===== src/rtl/vend_pkg.sv =====
// Shared state encoding and price table for the vending-machine controller.
package vend_pkg;

  typedef logic [2:0] state_t;

  localparam state_t ST_IDLE   = 3'd0;
  localparam state_t ST_DIGIT1 = 3'd1;
  localparam state_t ST_DIGIT2 = 3'd2;
  localparam state_t ST_PAY    = 3'd3;
  localparam state_t ST_VEND   = 3'd4;
  localparam state_t ST_DOOR   = 3'd5;

  // Price by slot index; anything outside the priced range costs the maximum.
  function automatic int vend_cost(input int idx, input int cost_w);
    int raw;
    int max_c;
    max_c = (1 << cost_w) - 1;
    if (idx < 4)       raw = 1;
    else if (idx < 8)  raw = 2;
    else if (idx < 12) raw = 3;
    else if (idx < 16) raw = 4;
    else if (idx < 18) raw = 5;
    else if (idx < 20) raw = 6;
    else               raw = max_c;
    return (raw > max_c) ? max_c : raw;
  endfunction

endpackage


===== src/rtl/vend_timer.sv =====
// Idle-cycle counter shared by all waiting states; expire flags the last allowed cycle.
module vend_timer #(
  parameter int TIMEOUT = 5
) (
  input  logic clk,
  input  logic rst_n,
  input  logic clr,
  output logic expire
);

  localparam int TW = $clog2(TIMEOUT);

  logic [TW-1:0] cnt_q, cnt_d;

  assign expire = (cnt_q == TW'(TIMEOUT - 1));

  always_comb begin
    cnt_d = cnt_q + TW'(1);
    if (clr || expire) cnt_d = '0;
  end

  always_ff @(posedge clk or negedge rst_n) begin
    if (!rst_n) cnt_q <= '0;
    else        cnt_q <= cnt_d;
  end

endmodule


===== src/rtl/vending_machine_param.sv =====
// Vending-machine controller: card, two-digit selection, payment, vend and door phases
// with per-slot stock counters and a shared idle timeout.
module vending_machine_param
  import vend_pkg::*;
#(
  parameter int N_ITEMS    = 20,
  parameter int STOCK_W    = 4,
  parameter int INIT_STOCK = 10,
  parameter int TIMEOUT    = 5,
  parameter int COST_W     = 3
) (
  input  logic               CLK,
  input  logic               RST_N,
  input  logic               RELOAD,
  input  logic               CARD_IN,
  input  logic [3:0]         ITEM_CODE,
  input  logic               KEY_PRESS,
  input  logic               CANCEL,
  input  logic               VALID_TRAN,
  input  logic               DOOR_OPEN,
  output logic               VEND,
  output logic               INVALID_SEL,
  output logic               FAILED_TRAN,
  output logic [COST_W-1:0]  COST,
  output logic [N_ITEMS-1:0] SOLD_OUT
);

  state_t              state_q, state_d;
  logic [3:0]          tens_q, tens_d;
  logic [6:0]          idx_q, idx_d;
  logic [STOCK_W-1:0]  stock_q [N_ITEMS];
  logic [STOCK_W-1:0]  stock_d [N_ITEMS];
  logic                vend_q, vend_d;
  logic                inv_q, inv_d;
  logic                fail_q, fail_d;
  logic [COST_W-1:0]   cost_q, cost_d;
  logic                key_acc, timer_clr, expire;
  int                  sel_idx;
  logic [STOCK_W-1:0]  sel_stock;

  vend_timer #(.TIMEOUT(TIMEOUT)) u_timer (
    .clk    (CLK),
    .rst_n  (RST_N),
    .clr    (timer_clr),
    .expire (expire)
  );

  always_comb begin
    state_d   = state_q;
    tens_d    = tens_q;
    idx_d     = idx_q;
    stock_d   = stock_q;
    inv_d     = 1'b0;
    fail_d    = 1'b0;
    cost_d    = cost_q;
    key_acc   = 1'b0;
    sel_idx   = int'(tens_q) * 10 + int'(ITEM_CODE);
    sel_stock = '0;
    for (int i = 0; i < N_ITEMS; i++)
      if (sel_idx == i) sel_stock = stock_q[i];

    case (state_q)
      ST_IDLE: begin
        if (RELOAD) begin
          for (int i = 0; i < N_ITEMS; i++) stock_d[i] = STOCK_W'(INIT_STOCK);
        end else if (CARD_IN) begin
          state_d = ST_DIGIT1;
        end
      end
      ST_DIGIT1: begin
        if (CANCEL) state_d = ST_IDLE;
        else if (KEY_PRESS) begin
          key_acc = 1'b1;
          tens_d  = ITEM_CODE;
          state_d = ST_DIGIT2;
        end else if (expire) begin
          inv_d   = 1'b1;
          state_d = ST_IDLE;
        end
      end
      ST_DIGIT2: begin
        if (CANCEL) state_d = ST_IDLE;
        else if (KEY_PRESS) begin
          key_acc = 1'b1;
          // Both digits are range-checked separately so codes like 0,15 cannot alias slot 15.
          if (ITEM_CODE > 4'd9 || tens_q > 4'd9 || sel_idx >= N_ITEMS || sel_stock == '0) begin
            inv_d   = 1'b1;
            state_d = ST_IDLE;
          end else begin
            idx_d   = 7'(sel_idx);
            cost_d  = COST_W'(vend_cost(sel_idx, COST_W));
            state_d = ST_PAY;
          end
        end else if (expire) begin
          inv_d   = 1'b1;
          state_d = ST_IDLE;
        end
      end
      ST_PAY: begin
        if (CANCEL) state_d = ST_IDLE;
        else if (VALID_TRAN) begin
          for (int i = 0; i < N_ITEMS; i++)
            if (int'(idx_q) == i && stock_q[i] != '0) stock_d[i] = stock_q[i] - STOCK_W'(1);
          state_d = ST_VEND;
        end else if (expire) begin
          fail_d  = 1'b1;
          state_d = ST_IDLE;
        end
      end
      ST_VEND: begin
        if (DOOR_OPEN)   state_d = ST_DOOR;
        else if (expire) state_d = ST_IDLE;
      end
      ST_DOOR: begin
        if (!DOOR_OPEN) state_d = ST_IDLE;
      end
      default: state_d = ST_IDLE;
    endcase

    if (state_d == ST_IDLE) cost_d = '0;
    vend_d    = (state_d == ST_VEND) || (state_d == ST_DOOR);
    timer_clr = (state_d != state_q) || key_acc;
  end

  always_ff @(posedge CLK or negedge RST_N) begin
    if (!RST_N) begin
      state_q <= ST_IDLE;
      tens_q  <= '0;
      idx_q   <= '0;
      vend_q  <= 1'b0;
      inv_q   <= 1'b0;
      fail_q  <= 1'b0;
      cost_q  <= '0;
      for (int i = 0; i < N_ITEMS; i++) stock_q[i] <= '0;
    end else begin
      state_q <= state_d;
      tens_q  <= tens_d;
      idx_q   <= idx_d;
      vend_q  <= vend_d;
      inv_q   <= inv_d;
      fail_q  <= fail_d;
      cost_q  <= cost_d;
      stock_q <= stock_d;
    end
  end

  always_comb begin
    SOLD_OUT = '0;
    for (int i = 0; i < N_ITEMS; i++) SOLD_OUT[i] = (stock_q[i] == '0);
  end

  assign VEND        = vend_q;
  assign INVALID_SEL = inv_q;
  assign FAILED_TRAN = fail_q;
  assign COST        = cost_q;

endmodule


===== config.mk =====
export PLATFORM = sky130hd
export DESIGN_NAME = vending_machine_param
export DESIGN_NICKNAME = d
export VERILOG_FILES = /design/src/rtl/vend_pkg.sv /design/src/rtl/vend_timer.sv /design/src/rtl/vending_machine_param.sv
export SDC_FILE = /design/constraint.sdc
export NUM_CORES = 1
export LEC_CHECK = 0
export CAP_MARGIN = 15
export CORE_ASPECT_RATIO = 0.5
export CORE_MARGIN = 3
export CORE_UTILIZATION = 30
export DETAILED_ROUTE_END_ITERATION = 16
export PLACE_DENSITY = 0.57
export SYNTH_ARGS = -nofsm -noshare
export SYNTH_HDL_FRONTEND = slang
export SYNTH_SLANG_ARGS = --single-unit

===== constraint.sdc =====
create_clock -name CLK -period 3.5 [get_ports CLK]
set_clock_uncertainty 0.15 [all_clocks]
set_input_delay 0.525 -clock CLK [delete_from_list [all_inputs] [get_ports CLK]]
set_output_delay 0.525 -clock CLK [all_outputs]
set_load 0.005 [all_outputs]

==> flow_metrics.env <==
export IMPL_portBuffers=37
export IMPL_initial_core_util=0.310
export IMPL_synth_top_cell_area_share=0.377
export IMPL_clock_sinks=103
export IMPL_cts_made_buffers=9
export IMPL_slew_headroom=0.410
export IMPL_yosysSeqAreaShare=0.377
export IMPL_synth_cell_types=80
export IMPL_fin_nets=905
export IMPL_rsz0062_at_grt="yes"
export IMPL_synth_enable_flop_cells=0
export IMPL_coreArea_sq_mm=0.0220
export IMPL_cap_violations=0
export IMPL_final_cells=1147
export IMPL_critPathCapture="idx_q[0]"
export IMPL_syn_to_final_growth_pct=25.0
export IMPL_finish_utilization=0.388
export IMPL_synth_top_area_cell="dfrtp_1"
export IMPL_cp_start_kind="flop"
export IMPL_power_density_mw_per_mm2=618
export IMPL_period_share=1.05
export IMPL_tightest_slew_ps=881
export IMPL_firstDrtPassIters=5
export IMPL_grt_max_degree=68
export IMPL_place_area_sq_mm=0.00809
export IMPL_leakage_nw=3.52
export IMPL_path_depth=13
export IMPL_vias_per_cell=5.01
export IMPL_setup_viol=15
export IMPL_crit_top_cell="ha_4"
export IMPL_antenna_found_initial=0
export IMPL_synth_seq_cells=103
export IMPL_r2r_slack_ps=-170
export IMPL_synthArstFlopShare=1.00
export IMPL_grt_pass1_vias=5763
export IMPL_r2r_end="idx_q[0]"
export IMPL_grt_usage=0.157
export IMPL_die_area_sq_mm=0.0247
export IMPL_totalWireLength_mm=18.7
export IMPL_antenna_cells=0
export IMPL_rows=38
export IMPL_hold_class="reg -> reg"
export IMPL_reg2reg_depth=13
export IMPL_finalMaxSlewViolations=0
export IMPL_gp_congestion=0.921
export IMPL_ys_warn_count=0
export IMPL_pin_count=38
export IMPL_syn_cell_area_sq_mm=0.00683
export IMPL_clk_path_buf_depth=2
export IMPL_fillers=2213
export IMPL_synth_cells=742
export IMPL_synth_top_cells_by_count="dfrtp_1 (103), nor2_1 (72), nand2_1 (70), inv_1 (60), ha_1 (49)"
export IMPL_cts_tree="done"
export IMPL_cp_startpoint="tens_q[3]"
export IMPL_synth_area_leaders="dfrtp_1 (38%), ha_1 (9.0%), xnor2_1 (5.3%)"
export IMPL_num_vias=5744
export IMPL_drc=0
export IMPL_synth_flop_cell="dfrtp_1"
export IMPL_die_w_um=219
export IMPL_peakVddDrop_mv=0.344
export IMPL_timing_rr_start="tens_q[3]"
export IMPL_crit_path_top_delay_cell="fa_2"
export IMPL_final_area_sq_mm=0.00854
export IMPL_ctsHtreeMaxLevel=3
export IMPL_setup_tns_ps=-1520
export IMPL_mappedNetlistNets=805
export IMPL_violations="negative setup slack"
export IMPL_overflow=0
export IMPL_numPlacedInstances=1126
export IMPL_hpwl_mm=14.0
export IMPL_crit_buf_inv=2
export IMPL_fmax_ghz=0.272
export IMPL_postRouteAntennaNets=0
export IMPL_critPathKind="reg -> reg"
export IMPL_cts_root_buffer="clkbuf_16"
export IMPL_crit_family="adder cells"
export IMPL_cp_arrival_ps=3770
export IMPL_avgSynthCellArea_sq_um=9.20
export IMPL_fin_crit_ps=3670
export IMPL_grt_pass1_wl_mm=30.7
export IMPL_drive_above_1_share=0.194
export IMPL_required_ps=3600
export IMPL_path_cells="ha_4 -> ha_4 -> fa_2 -> o211ai_2 -> or2_4 -> o311ai_4 -> nand4_1 -> buf_4 -> buf_6 -> a2111oi_4 -> o21ai_2 -> o21a_4 -> mux2_4"
export IMPL_drt_iter0_drc=359
export IMPL_wl_per_cell_um=16.3
export IMPL_cts_clk_slew_worst_paths_ps=80
export IMPL_path_max_fanout=4
export IMPL_final_hold_viol_count=0
export IMPL_setup_worst_path_end_class="flop"
export IMPL_fp_dieH_um=113
export IMPL_clk_latency_ps=360
export IMPL_cp_slowest_stage_delay_ps=610
export IMPL_fin_ws_ps=-171
export IMPL_synth_most_common_cell="dfrtp_1"
export IMPL_status="finished, violations left"
==> sequential cells by signal, summed over array words and instances (netlist names) <==
register	flops
VEND	1
INVALID_SEL	1
FAILED_TRAN	1
state_q	3
idx_q	7
stock_q	80
tens_q	4
u_timer.cnt_q	3
COST	3
==> metrics by stage <==
step / power [mW] / hold WS, ps / setup WS (ps)
floorplan: 2.96 / 79.4 / 2.58
global placement: 4.10 / 303 / -512
detailed placement: 4.13 / 305 / -528
CTS: 5.15 / 315 / -156
global route: 5.62 / 341 / -297
finish: 5.28 / 320 / -171
==> power breakdown <==
group          internal (mW)  total (mW)  switching [mW]
clock                  0.502       0.973           0.471
sequential              1.24        1.30          0.0552
combinational           1.41        3.01            1.60
==> metal layers <==
| metal | part of all wire | global-route usage | vias up |
|---|---|---|---|
| li1 | - | - | 2798 |
| met1 | 0.49 | 0.219 | 2830 |
| met2 | 0.46 | 0.252 | 91 |
| met3 | 0.037 | 0.0270 | 25 |
| met4 | 0.018 | 0.0444 | 0 |
| met5 | 0 | 0 | - |
==> worst min path at each step <==
| stage | start | to | cells past startpoint |
|---|---|---|---|
| final | u_timer.cnt_q[0] | u_timer.cnt_q[0] | 1 |
| after global routing | u_timer.cnt_q[0] | u_timer.cnt_q[0] | 1 |
| after CTS | u_timer.cnt_q[0] | u_timer.cnt_q[0] | 1 |
| after detailed placement | u_timer.cnt_q[0] | u_timer.cnt_q[0] | 1 |
| after global placement | u_timer.cnt_q[0] | u_timer.cnt_q[0] | 1 |
| after floorplan | RST_N | COST[0] | 0 |
==> area by class of cell <==
class	count	area, sq um	share of cell area
Sequential cell	103	2580	0.302
Clock buffer	11	243	0.0284
Clock inverter	5	33.8	0.00396
Tap cell	300	375	0.0440
Inverter	62	233	0.0273
Timing Repair Buffer	122	1070	0.125
Multi-Input combinational cell	544	4010	0.469
==> kinds of logic after synthesis <==
logic type	share of synthesized area
and+or+nand+nor	0.224
AOI/OAI and AO/OA	0.138
DFF	0.377
buffers and inverters	0.0552
xor gates and xnor gates	0.0680
adders and majority gates	0.0957
muxes	0.0420
==> placed cells by master (no fill, tap or decap), drive strengths merged, types with 20 or more instances in the layout <==
master	n
inv	61
nor2	72
nand2	70
o21ai	31
xnor2	41
buf	85
ha	49
a21oi	26
nor3b	20
clkdlybuf4s50	36
dfrtp	103
nor3	32
==> timing repair <==
action / CTS / global route
setup endpoints to repair: 16 / 16
setup buffers: 2 / 3
endpoints found under the hold margin: 5 / 0
hold buffers: 1 / 0
pin swaps: 5 / 9
cloned: 0 / 0
gates resized for setup: 10 / 22
No activity file was read; power rests on OpenSTA's default activity.
